--- src/rtl/uart_pkg.sv ---
// Shared UART definitions: parity modes, FSM state encoding and helpers
// for deriving bit timing from clock and baud parameters.
package uart_pkg;

    localparam int PARITY_NONE = 0;
    localparam int PARITY_EVEN = 1;
    localparam int PARITY_ODD  = 2;

    typedef enum logic [2:0] {
        ST_IDLE,
        ST_START,
        ST_DATA,
        ST_PARITY,
        ST_STOP
    } uart_state_t;

    // Rounded to nearest so that the realised baud rate error is minimised.
    function automatic int clks_per_bit(input int clk_freq, input int baud);
        return (clk_freq + baud / 2) / baud;
    endfunction

    function automatic int frame_bits(input int parity, input int stop_bits);
        return 1 + 8 + ((parity != PARITY_NONE) ? 1 : 0) + stop_bits;
    endfunction

endpackage

--- src/rtl/uart_baud_tick.sv ---
// Bit-period timer: pulses tick on the last clock of every bit period while
// enabled; clear restarts the period so bit edges align to a request.
module uart_baud_tick #(
    parameter int CLKS_PER_BIT = 4
) (
    input  logic clk,
    input  logic reset,
    input  logic clear,
    input  logic enable,
    output logic tick
);

    localparam int CW = $clog2(CLKS_PER_BIT);
    localparam logic [CW-1:0] LAST = CW'(CLKS_PER_BIT - 1);

    logic [CW-1:0] count;

    always_ff @(posedge clk) begin
        if (reset || clear) begin
            count <= '0;
        end else if (enable) begin
            if (count == LAST) begin
                count <= '0;
            end else begin
                count <= count + 1'b1;
            end
        end
    end

    assign tick = enable && (count == LAST);

endmodule

--- src/rtl/uart_tx_serializer.sv ---
// UART transmit serializer: start bit, 8 data bits LSB first, optional
// parity and 1 or 2 stop bits, with a txStart/txBusy handshake upstream.
module uart_tx_serializer
    import uart_pkg::*;
#(
    parameter int CLK_FREQ  = 50000000,
    parameter int BAUD      = 115200,
    parameter int PARITY    = 0,
    parameter int STOP_BITS = 1
) (
    input  logic       clk,
    input  logic       reset,
    input  logic       txStart,
    input  logic [7:0] txData,
    output logic       txBusy,
    output logic       tx
);

    localparam int CLKS_PER_BIT = clks_per_bit(CLK_FREQ, BAUD);

    if (CLKS_PER_BIT < 2) begin : g_bad_baud
        $error("uart_tx_serializer: CLKS_PER_BIT must be at least 2");
    end
    if (PARITY > PARITY_ODD || PARITY < PARITY_NONE) begin : g_bad_parity
        $error("uart_tx_serializer: PARITY must be 0, 1 or 2");
    end
    if (STOP_BITS != 1 && STOP_BITS != 2) begin : g_bad_stop
        $error("uart_tx_serializer: STOP_BITS must be 1 or 2");
    end

    uart_state_t state;
    logic [7:0]  shift_reg;
    logic [2:0]  bit_idx;
    logic        parity_bit;
    logic        tick;
    logic        accept;

    assign accept = (state == ST_IDLE) && txStart;

    uart_baud_tick #(
        .CLKS_PER_BIT(CLKS_PER_BIT)
    ) u_baud_tick (
        .clk   (clk),
        .reset (reset),
        .clear (accept),
        .enable(state != ST_IDLE),
        .tick  (tick)
    );

    // tx is always loaded one state ahead so it only moves on bit boundaries.
    always_ff @(posedge clk) begin
        if (reset) begin
            state      <= ST_IDLE;
            tx         <= 1'b1;
            txBusy     <= 1'b0;
            shift_reg  <= '0;
            bit_idx    <= '0;
            parity_bit <= 1'b0;
        end else begin
            case (state)
                ST_IDLE: begin
                    if (txStart) begin
                        shift_reg  <= txData;
                        parity_bit <= (PARITY == PARITY_ODD) ? ~^txData : ^txData;
                        bit_idx    <= '0;
                        tx         <= 1'b0;
                        txBusy     <= 1'b1;
                        state      <= ST_START;
                    end
                end
                ST_START: begin
                    if (tick) begin
                        tx        <= shift_reg[0];
                        shift_reg <= shift_reg >> 1;
                        bit_idx   <= '0;
                        state     <= ST_DATA;
                    end
                end
                ST_DATA: begin
                    if (tick) begin
                        if (bit_idx == 3'd7) begin
                            bit_idx <= '0;
                            if (PARITY != PARITY_NONE) begin
                                tx    <= parity_bit;
                                state <= ST_PARITY;
                            end else begin
                                tx    <= 1'b1;
                                state <= ST_STOP;
                            end
                        end else begin
                            bit_idx   <= bit_idx + 3'd1;
                            tx        <= shift_reg[0];
                            shift_reg <= shift_reg >> 1;
                        end
                    end
                end
                ST_PARITY: begin
                    if (tick) begin
                        tx      <= 1'b1;
                        bit_idx <= '0;
                        state   <= ST_STOP;
                    end
                end
                ST_STOP: begin
                    if (tick) begin
                        if (bit_idx == 3'(STOP_BITS - 1)) begin
                            tx     <= 1'b1;
                            txBusy <= 1'b0;
                            state  <= ST_IDLE;
                        end else begin
                            bit_idx <= bit_idx + 3'd1;
                        end
                    end
                end
                default: begin
                    tx     <= 1'b1;
                    txBusy <= 1'b0;
                    state  <= ST_IDLE;
                end
            endcase
        end
    end

endmodule

--- config.mk ---
export PLATFORM = sky130hd
export DESIGN_NAME = uart_tx_serializer
export DESIGN_NICKNAME = d
export VERILOG_FILES = /design/src/rtl/uart_pkg.sv /design/src/rtl/uart_baud_tick.sv /design/src/rtl/uart_tx_serializer.sv
export SDC_FILE = /design/constraint.sdc
export NUM_CORES = 1
export LEC_CHECK = 0
export ABC_AREA = 1
export CAP_MARGIN = 15
export CORE_MARGIN = 2
export CORE_UTILIZATION = 55
export DETAILED_ROUTE_END_ITERATION = 12
export PLACE_DENSITY = 0.82
export SKIP_CTS_REPAIR_TIMING = 1
export SYNTH_ARGS = -nofsm -noshare
export SYNTH_HDL_FRONTEND = slang
export SYNTH_SLANG_ARGS = --single-unit
--- constraint.sdc ---
create_clock -name clk -period 1.6 [get_ports clk]
set_input_delay 0.24 -clock clk [delete_from_list [all_inputs] [get_ports clk]]
set_output_delay 0.24 -clock clk [all_outputs]
set_load 0.05 [all_outputs]
Yosys cells after proc, flatten, opt, wreduce, memory -nomap -nowiden:

Cells that the tools add are included.

* output and inout port bits: 2
* flip-flop bits (word level): 25

* bitwise gates (word level): 1
* add/sub/neg operators: 2
* mux-type cells: 33
* eq/ne operators: 16
* reductions and logical operators: 15

Operators by type and width (count)
* $mux 3: 13
* $mux 8: 4
* $pmux 8 s3: 1
* $ne 2x2->1 const B: 9
* $pmux 3 s5: 1
* $pmux 3 s4: 1
* $reduce_and 6->1: 2
* $mux 1: 10
* $add 9x1->9 const B: 1
* $eq 9x9->1 const B: 1
* $mux 9: 1
* $reduce_and 7->1: 1
* $eq 3x2->1 const B: 2
* $eq 3x3->1 const B: 2
* $logic_not 3->1: 2
* $reduce_bool 3->1: 2
* $pmux 1 s5: 1
* $reduce_and 5->1: 1
* $reduce_and 4->1: 1
* $reduce_bool 4->1: 1
* $add 3x1->3 const B: 1
* $eq 3x1->1 const B: 1
* $pmux 1 s3: 1
* $reduce_or 3->1: 1
* other kinds (5): 6

Logic depth before layout (Yosys ltp):

Gate-level depths: netlist (run 1).

* depth after elaboration: 4
* gate-level depth with buffers: 12
* depth with buffers taken out: 11

Cells and area by module:

From an unflattened synthesis (run 1), not the netlist that was laid out.

* cells, all modules: 241
* area, all modules: 1508.9 µm²

By module, submodules not included
* uart_tx_serializer: instances 1, sequential area each 320.3 µm², area an instance 996.0 µm², cells an instance 168
* uart_baud_tick: instances 1, sequential area each 180.2 µm², area an instance 513.0 µm², cells an instance 73

Worst setup path after synthesis (run 1):

Ideal clock, no wire load.

* path kind: register to register
* from: register bit_idx[0]
* to: register shift_reg[0]
* data required time: 1.468 ns
* path slack: 0.200 ns
* period minus slack after synthesis: 1.400 ns
* library setup time: 0.132 ns
* stages on the path, launching flop included: 9
* path buffers: 0
* arrival time: 1.268 ns
* cell sequence: dfxtp_1 > ha_1 > ha_1 > inv_1 > nand3_2 > o21ai_2 > nand3_4 > nand2_1 > a21oi_1

* longest elaborated chain between the ends: 3

RTL lines
* from (decl): RTL line uart_tx_serializer.sv:33 `logic [2:0] bit_idx;`
* from (signal assigned): RTL line uart_tx_serializer.sv:91 `bit_idx <= bit_idx + 3'd1;`
* from (signal assigned): RTL line uart_tx_serializer.sv:111 `bit_idx <= bit_idx + 3'd1;`
* $eq 3x3->1: RTL line uart_tx_serializer.sv:81 `if (bit_idx == 3'd7) begin`
* $ne 2x2->1 (no source line)
* $reduce_and 5->1 (no source line)
* to (signal assigned): RTL line uart_tx_serializer.sv:63 `shift_reg <= txData;`
* to (signal assigned): RTL line uart_tx_serializer.sv:74 `shift_reg <= shift_reg >> 1;`
* to (signal assigned): RTL line uart_tx_serializer.sv:93 `shift_reg <= shift_reg >> 1;`
* to (decl): RTL line uart_tx_serializer.sv:32 `logic [7:0] shift_reg;`

Every way passes these cells.
A chain may end at the register's enable or synchronous reset.

Worst setup path after layout (run 1):

* from: register bit_idx[0]
* to: register shift_reg[3]

The elaborated chain is that of the path after synthesis.

==> flow_metrics.tcl, run 1 <==
set metrics [dict create \
    holdPathEnd "shift_reg[6]$_SDFFE_PP0P_" \
    min_path_type "flop to flop" \
    h-tree-depth 1 \
    dpl.hpwl_um 2250 \
    die_w_um 56.3 \
    worstReg2RegEnd "shift_reg[3]$_SDFFE_PP0P_" \
    maxCapViolCount 0 \
    grt_pass1_vias 1244 \
    synth_cells 215 \
    start_kind "flop" \
    num_vias 1448 \
    final_hold_viol_count 0 \
    gr-usage-met1 0.271 \
    cp.buffers_inverters 1 \
    final_util 0.715 \
    final_cell_area_mm2 0.00180 \
    crit_slowest_cell "dfxtp_1" \
    slowest_delay_ns 0.35 \
    synth.area.top_cells "dfxtp_1 33%, nand2_1 14%, a21oi_1 5.7%, inv_1 4.7%, nand3_1 4.7%" \
    synth_fp_nets 231 \
    clkTransAtPathRegs_ns 0.13 \
    finalSetupViolCount 0 \
    port_buffers 12 \
    clock-sinks 25 \
    whs_ns 0.476 \
    synth-seq-cells 25 \
    io_pins 13 \
    max-slew-margin-rel 0.733 \
    synth_top_area_frac 0.333 \
    met3_usage 0.0207 \
    endpoint_kind "flop" \
    grt_usage 0.202 \
    yosys.area_share.simple 0.432 \
    first_pass_iters 4 \
    synth_compound_area_frac 0.107 \
    fmax_mhz 654 \
    core_mm2 0.00252 \
    fin_crit_ns 1.53 \
    vdd_drop_max_v 0.00150 \
    synthMuxAreaShare 0 \
    power_per_cell_area_mw_per_mm2 1930 \
    start_util 0.595 \
    fp-row-count 18 \
    top_usage_layer "met2" \
    pre_cts_ws_ns 0.0255 \
    rr_startpoint "bit_idx[0]$_SDFFE_PP0P_" \
    postRouteAntennaNets 0 \
    nFillCells 209 \
    fin_crit_sh 0.955 \
    finalNetCount 256 \
    ctsLongestPathBuffers 2 \
    hp-start "shift_reg[6]$_SDFFE_PP0P_" \
    synthAdderAreaFrac 0.0417 \
    drt-total-wl_um 3120 \
    leakagePower_uw 0.000771 \
    areaGrowthSynthToFinish_pct 20.1 \
    drt-vias-per-instance 5.38 \
    cts_tree "done" \
    wire_per_inst_um 11.6 \
    drt_iter0_markers 78 \
    path_cells "ha_1 -> ha_1 -> inv_1 -> nand3_4 -> o21ai_4 -> nand3_4 -> nand2_2 -> a21oi_1" \
    largest_reg_flops 9 \
    path_class "flop to flop" \
    rr_worst_depth 8 \
    drive_gt1_frac 0.247 \
    arrival_ns 1.75 \
    grt_pass1_wl_um 5180 \
    finClkSkew_ns 0.00147 \
    cts_buffers 3 \
    grt_max_degree 14 \
    synth_top_family_by_area "simple AND/OR/NAND/NOR gates" \
    yosysSeqAreaShare 0.333 \
    synth_xor_area_frac 0 \
    r2r_setup_slack_ns 0.07 \
    yosysTopAreaCell "dfxtp_1" \
    outcome "finished clean" \
    min_path_cells 2 \
    required_ns 1.82 \
    worst_pin_slew_ns 0.397 \
    synth.distinct_cells 31 \
    synth_area_mm2 0.00150 \
    antenna_found_initial 0 \
    critical_path.max_fanout 8 \
    syn_area_per_cell_um2 6.98 \
    grt_overflow_total 0 \
    clk_latency_ns 0.32 \
    multi_input_area_um2 945 \
    place_area_mm2 0.00168 \
    drcViolationCount 0 \
    die_h_um 56.3 \
    yosys_warnings 0 \
    slew_viol_final 0 \
    clock-root-buffer "clkbuf_4" \
    die-area_mm2 0.00316 \
    use_met2 0.343 \
    gp_congestion 0.875 \
    diodes 0 \
    setup_slack_ns 0.0717 \
    regArea_um2 504 \
    crit_family "simple AND/OR/NAND/NOR gates" \
]
## placed cells by master, fill, tap and decap left out, types with 7 or more instances in the layout
| cell type | count |
|---|---|
| a21oi_1 | 17 |
| clkdlybuf4s50_1 | 10 |
| nand2_1 | 51 |
| nor2_1 | 15 |
| dfxtp_1 | 22 |
| buf_4 | 11 |
| nand3_1 | 13 |
| nor3_1 | 7 |
| nand2_2 | 14 |
| inv_1 | 18 |
| nand4_1 | 11 |
## worst min-delay path: cells and delay by family, from the launching register on
family | cells | cell delay (ns)
AOI/OAI and AO/OA | 1 | 0.06
DFF | 1 | 0.33
and+or+nand+nor | 1 | 0.06
## cell usage after synthesis
master    instances
a211oi_1          1
a21boi_0          1
a21oi_1          17
a21oi_2           1
buf_4             1
buf_6             2
clkbuf_1          1
dfxtp_1          25
ha_1              5
inv_1            19
inv_2             5
inv_4             1
nand2_1          58
nand2_2           7
nand2_4           3
nand2_8           1
nand3_1          14
nand3_2           1
nand3_4           1
nand4_1          11
nor2_1           15
nor2_2            5
nor2_4            1
nor3_1            7
nor3_4            1
nor3b_1           1
o21ai_0           3
o21ai_1           4
o21ai_2           1
o21bai_1          1
or2_4             1
## metal layers
metal	vias up	routed length [um]
met2	24	1540
met4	0	49
met5	-	0
li1	759	-
met3	5	75
met1	660	1450
## worst max-delay path by stage
| stage | startpoint | endpoint | slack, ns | depth (start not counted) |
|---|---|---|---|---|
| finish | bit_idx[0]$_SDFFE_PP0P_ | shift_reg[3]$_SDFFE_PP0P_ | 0.07 | 8 |
| global route | bit_idx[0]$_SDFFE_PP0P_ | shift_reg[3]$_SDFFE_PP0P_ | -0.01 | 8 |
| CTS | bit_idx[0]$_SDFFE_PP0P_ | shift_reg[7]$_SDFFE_PP0P_ | 0.004 | 8 |
| detailed placement | bit_idx[0]$_SDFFE_PP0P_ | shift_reg[7]$_SDFFE_PP0P_ | 0.03 | 8 |
| global placement | bit_idx[0]$_SDFFE_PP0P_ | shift_reg[7]$_SDFFE_PP0P_ | 0.04 | 8 |
| floorplan | bit_idx[0]$_SDFFE_PP0P_ | shift_reg[0]$_SDFFE_PP0P_ | 0.20 | 8 |
## through the flow
stage / setup TNS, ns / power, uW / instances
global route: -0.0197 / 3810 / 269
global placement: 0 / 2910 / 261
finish: 0 / 3480 / 269
CTS: 0 / 3220 / 265
detailed placement: 0 / 2930 / 261
floorplan: 0 / 2560 / 215
## power breakdown
| part | internal [uW] | switching (uW) | total, uW |
|---|---|---|---|
| clock network | 97.6 | 189 | 286 |
| logic | 808 | 1390 | 2200 |
| registers | 825 | 171 | 996 |
| total | 1730 | 1750 | 3480 |
## kinds of logic after synthesis
kind of cell / count (synthesis)
buffers and inverters: 29
flip-flops: 25
adder cells (fa/ha/maj): 5
AND/OR/NAND/NOR: 127
AO/OA/AOI/OAI: 29
## final cells by class
type,count,area share
multi-input combinational,163,0.524
tap,30,0.0208
clock buffer,4,0.0146
inverter,25,0.0534
sequential,25,0.280
timing repair buffer,22,0.108
Power figures use the tool's default switching activity.
==> inputs of run 2 (changes only) <==
--- a/config.mk
+++ b/config.mk
@@ -8,9 +8,10 @@
 export ABC_AREA = 1
 export CAP_MARGIN = 15
 export CORE_MARGIN = 2
-export CORE_UTILIZATION = 55
+export CORE_UTILIZATION = 59
+export CTS_BUF_LIST = sky130_fd_sc_hd__clkbuf_8
 export DETAILED_ROUTE_END_ITERATION = 12
-export PLACE_DENSITY = 0.82
+export PLACE_DENSITY = 0.81
 export SKIP_CTS_REPAIR_TIMING = 1
 export SYNTH_ARGS = -nofsm -noshare
 export SYNTH_HDL_FRONTEND = slang
==> flow_metrics.tcl, run 2 (same netlist as run 1, synthesis figures left out) <==
set metrics [dict create \
    outcome "finished clean" \
    first_pass_iters 4 \
    setup_slack_ns 0.0889 \
    final_util 0.724 \
    maxCapViolCount 0 \
    postRouteAntennaNets 0 \
    finClkSkew_ns 0.0101 \
    required_ns 1.77 \
    h-tree-depth 1 \
    combPwrFrac 0.611 \
    arrival_ns 1.68 \
    cts_tree "done" \
    die-area_mm2 0.00296 \
    die_h_um 54.4 \
    slew_viol_final 0 \
    clk_latency_ns 0.28 \
    drt-total-wl_um 3220 \
    fin_tns_setup_ns 0 \
    grt_overflow_total 0 \
    drive_gt1_frac 0.220 \
    antenna_found_initial 0 \
    largest_reg_flops 9 \
    path_class "flop to flop" \
    switchingPower_uw 1710 \
    drt_iter0_markers 50 \
    max-slew-margin-rel 0.780 \
    grt_usage 0.234 \
    io_pins 13 \
    cts_buffers 3 \
    ctsLongestPathBuffers 2 \
    vdd_drop_max_v 0.00143 \
    die_w_um 54.4 \
    clkTransAtPathRegs_ns 0.10 \
    fin_crit_sh 0.944 \
    fp-row-count 18 \
    min_path_type "flop to flop" \
    leakagePower_uw 0.000784 \
    grt_max_degree 15 \
    clkPwrFrac 0.112 \
    pre_cts_ws_ns 0.0114 \
    worst_pin_slew_ns 0.328 \
    drcViolationCount 0 \
    power_frac_seq 0.277 \
    clock-root-buffer "clkbuf_8" \
    clock-sinks 25 \
    start_kind "flop" \
    sw_frac_of_total 0.494 \
    gp_congestion 0.840 \
    diodes 0 \
    grt_pass1_vias 1219 \
    finalNetCount 253 \
    wire_per_inst_um 12.1 \
    finalSetupViolCount 0 \
    core_mm2 0.00245 \
    p_int_uw 1750 \
    port_buffers 12 \
    dpl.hpwl_um 2430 \
    fmax_mhz 662 \
    grt_pass1_wl_um 5000 \
    endpoint_kind "flop" \
    num_vias 1440 \
    power_per_cell_area_mw_per_mm2 1940 \
    whs_ns 0.473 \
    final_hold_viol_count 0 \
    final_cell_mix "56 x nand2_1, 22 x dfxtp_1, 19 x inv_1" \
    fin_crit_ns 1.51 \
    layout_commonest_cell "nand2_1" \
    critical_path.max_fanout 10 \
    areaGrowthSynthToFinish_pct 18.3 \
    drt-vias-per-instance 5.41 \
    start_util 0.612 \
]
## run 2: cell types whose count changed in the layout (fill, tap and decap cells not counted), moves of 2 or more
cell      delta
clkbuf_8     +3
nand2_1      +5
clkbuf_4     -3
nand2_2      -7
nand2_4      +2
## run 2: final cells by class
cell class	count	area [um^2]
clock inverters	1	5.00
repair buffers	21	183
inverters	25	96.3
fillers	206	678
clock buffers	3	41.3
multi-input cells	161	910
flip-flops and latches	25	504
well taps	30	37.5
## run 2: critical path: stages, from the launching register on
cell and delay (ns):
dfxtp_2 0.34, ha_1 0.21, ha_1 0.19, inv_1 0.07
nand3_2 0.10, o21ai_4 0.15, nand3_4 0.18, nand2_1 0.10
a21oi_1 0.07
## run 2: power by group through the flow
stage / sequential (uW) / clock, uW / combinational (uW)
5_1_grt: 979 / 412 / 2350
2_1_floorplan: 998 / 0 / 1560
3_3_place_gp: 947 / 0 / 1930
6_report: 956 / 386 / 2110
3_5_place_dp: 953 / 0 / 2000
4_1_cts: 939 / 388 / 2010
## run 2: per-stage QoR
| step | area (um^2) | total power, uW | instances |
|---|---|---|---|
| final | 1780 | 3450 | 266 |
| after global routing | 1780 | 3740 | 266 |
| after CTS | 1730 | 3340 | 265 |
| after detailed placement | 1680 | 2960 | 261 |
| after global placement | 1680 | 2880 | 261 |
| after floorplan | 1500 | 2560 | 215 |
## run 2: routing by layer
metal / up-vias / share of wire / GRT usage
li1: 748 / - / -
met4: 0 / 0.020 / 0.117
met2: 45 / 0.46 / 0.363
met5: - / 0 / 0
met1: 641 / 0.46 / 0.315
met3: 6 / 0.055 / 0.0328
## run 2: worst paths after layout
kind / startpoint / endpoint / slack [ns] / depth (start not counted)
setup / recovery: bit_idx[0]$_SDFFE_PP0P_ / shift_reg[1]$_SDFFE_PP0P_ / 0.09 / 8
hold / removal: tx$_SDFFE_PP1P_ / tx$_SDFFE_PP1P_ / 0.47 / 2
hold reg to reg: tx$_SDFFE_PP1P_ / tx$_SDFFE_PP1P_ / 0.47 / 2
setup reg to reg: bit_idx[0]$_SDFFE_PP0P_ / shift_reg[1]$_SDFFE_PP0P_ / 0.09 / 8
==> inputs of run 3 (changes only) <==
--- a/config.mk
+++ b/config.mk
@@ -8,9 +8,11 @@
 export ABC_AREA = 1
 export CAP_MARGIN = 15
 export CORE_MARGIN = 2
-export CORE_UTILIZATION = 59
+export CORE_UTILIZATION = 65
 export CTS_BUF_LIST = sky130_fd_sc_hd__clkbuf_8
+export CTS_CLUSTER_SIZE = 12
 export DETAILED_ROUTE_END_ITERATION = 12
+export DONT_BUFFER_PORTS = 1
 export PLACE_DENSITY = 0.81
 export SKIP_CTS_REPAIR_TIMING = 1
 export SYNTH_ARGS = -nofsm -noshare
==> flow_metrics.tcl, run 3 (same netlist as run 1, synthesis figures left out) <==
set metrics [dict create \
    power_per_cell_area_mw_per_mm2 2100 \
    start_kind "flop" \
    arrival_ns 1.70 \
    max-slew-margin-rel 0.660 \
    die_h_um 52.1 \
    fin_crit_sh 0.955 \
    num_vias 1388 \
    setup_slack_ns 0.0713 \
    gr-usage-met1 0.316 \
    clock-root-buffer "clkbuf_8" \
    multi_input_area_um2 925 \
    switchingPower_uw 1730 \
    postRouteAntennaNets 0 \
    power_frac_seq 0.297 \
    antenna_found_initial 0 \
    grt_usage 0.258 \
    slew_viol_final 0 \
    final_util 0.748 \
    grt_overflow_total 0 \
    use_met2 0.462 \
    regArea_um2 503 \
    ctsLongestPathBuffers 2 \
    crit_start "state[1]$_SDFFE_PP0P_" \
    combPwrFrac 0.588 \
    path_class "flop to flop" \
    fp-row-count 17 \
    drt_iter0_markers 41 \
    fmax_mhz 654 \
    fin_crit_ns 1.53 \
    clkTransAtPathRegs_ns 0.10 \
    final_hold_viol_count 0 \
    maxCapViolCount 0 \
    grt_max_degree 16 \
    rr_startpoint "state[1]$_SDFFE_PP0P_" \
    endpoint_kind "flop" \
    drive_gt1_frac 0.205 \
    drt-total-wl_um 3240 \
    clk_latency_ns 0.28 \
    worst_pin_slew_ns 0.509 \
    gp_congestion 0.826 \
    finalNetCount 237 \
    clock-sinks 25 \
    io_pins 13 \
    critical_path.max_fanout 12 \
    drcViolationCount 0 \
    fin_tns_setup_ns 0 \
    h-tree-depth 1 \
    pre_cts_ws_ns 0.0303 \
    p_int_uw 1710 \
    hp-start "reset" \
    die-area_mm2 0.00271 \
    die_w_um 52.1 \
    required_ns 1.77 \
    vdd_drop_max_v 0.00144 \
    wire_per_inst_um 13.1 \
    core_mm2 0.00219 \
    layout_commonest_cell "nand2_1" \
    start_util 0.685 \
    finClkSkew_ns 0.0137 \
    nFillCells 170 \
    top_usage_layer "met2" \
    outcome "finished clean" \
    cts_tree "done" \
    largest_reg_flops 9 \
    first_pass_iters 4 \
    grt_pass1_wl_um 5220 \
    drt-vias-per-instance 5.60 \
    dpl.hpwl_um 2270 \
    cts_buffers 3 \
    met3_usage 0.0345 \
    sw_frac_of_total 0.504 \
    grt_pass1_vias 1283 \
    finalSetupViolCount 0 \
    total_power_uw 3440 \
    final_cell_mix "56 x nand2_1, 23 x dfxtp_1, 19 x inv_1" \
    diodes 0 \
    rsz0062_at_grt "true" \
    clkPwrFrac 0.114 \
    leakagePower_uw 0.000707 \
    port_buffers 0 \
    min_path_type "primary input to flop" \
    areaGrowthSynthToFinish_pct 9.08 \
]
==> run 3: cell count changes in the layout (fill, tap and decap cells not counted), sizes merged <==
cell / before / now
buf: 11 / 4
clkdlybuf4s50: 10 / 0
clkinv: 1 / 0
clkinvlp: 0 / 1
o21ai: 8 / 9
==> run 3: final cells by class <==
cell class,count,share of cell area
clock buffer,3,0.0252
tap,28,0.0214
multi-input combinational,162,0.565
clock inverter,1,0.00458
inverter,25,0.0588
timing repair buffer,4,0.0183
sequential,25,0.307
==> run 3: power by group through the flow <==
stage / logic, uW / clock network [uW] / registers [uW]
6_report: 2020 / 393 / 1020
5_1_grt: 2280 / 420 / 1050
4_1_cts: 1840 / 397 / 1000
3_5_place_dp: 1810 / 0 / 1020
3_3_place_gp: 1780 / 0 / 1010
2_1_floorplan: 1560 / 0 / 998
==> run 3: worst max-delay path, stage by stage (launching register included) <==
cell and delay [ns]:
dfxtp_2 0.38, nor2_2 0.17, nand2_2 0.13, or2_4 0.33, nand2_1 0.17, nor2_4 0.07
o21ai_1 0.12, nor2_1 0.05
==> run 3: path summary, 6_finish.rpt <==
path	end	slack (ns)	cells after the start
setup / recovery	bit_idx[2]$_SDFFE_PP0P_	0.07	7
hold / removal	shift_reg[2]$_SDFFE_PP0P_	0.01	1
setup reg to reg	bit_idx[2]$_SDFFE_PP0P_	0.07	7
hold reg to reg	shift_reg[5]$_SDFFE_PP0P_	0.47	2
==> run 3: metal layers <==
metal  vias up  part of all wire  wire length, um
met2        32              0.51             1660
met5         -                 0                0
met3         5             0.031              101
li1        721                 -                -
met4         0             0.012               38
met1       630              0.44             1430
==> run 3: per-stage QoR <==
stage,hold WS (ns),area [um^2],cells
2_1_floorplan,0.302,1500,215
3_3_place_gp,0.306,1530,242
3_5_place_dp,0.310,1530,242
4_1_cts,0.0135,1570,246
5_1_grt,0.00574,1640,248
6_report,0.0102,1640,248
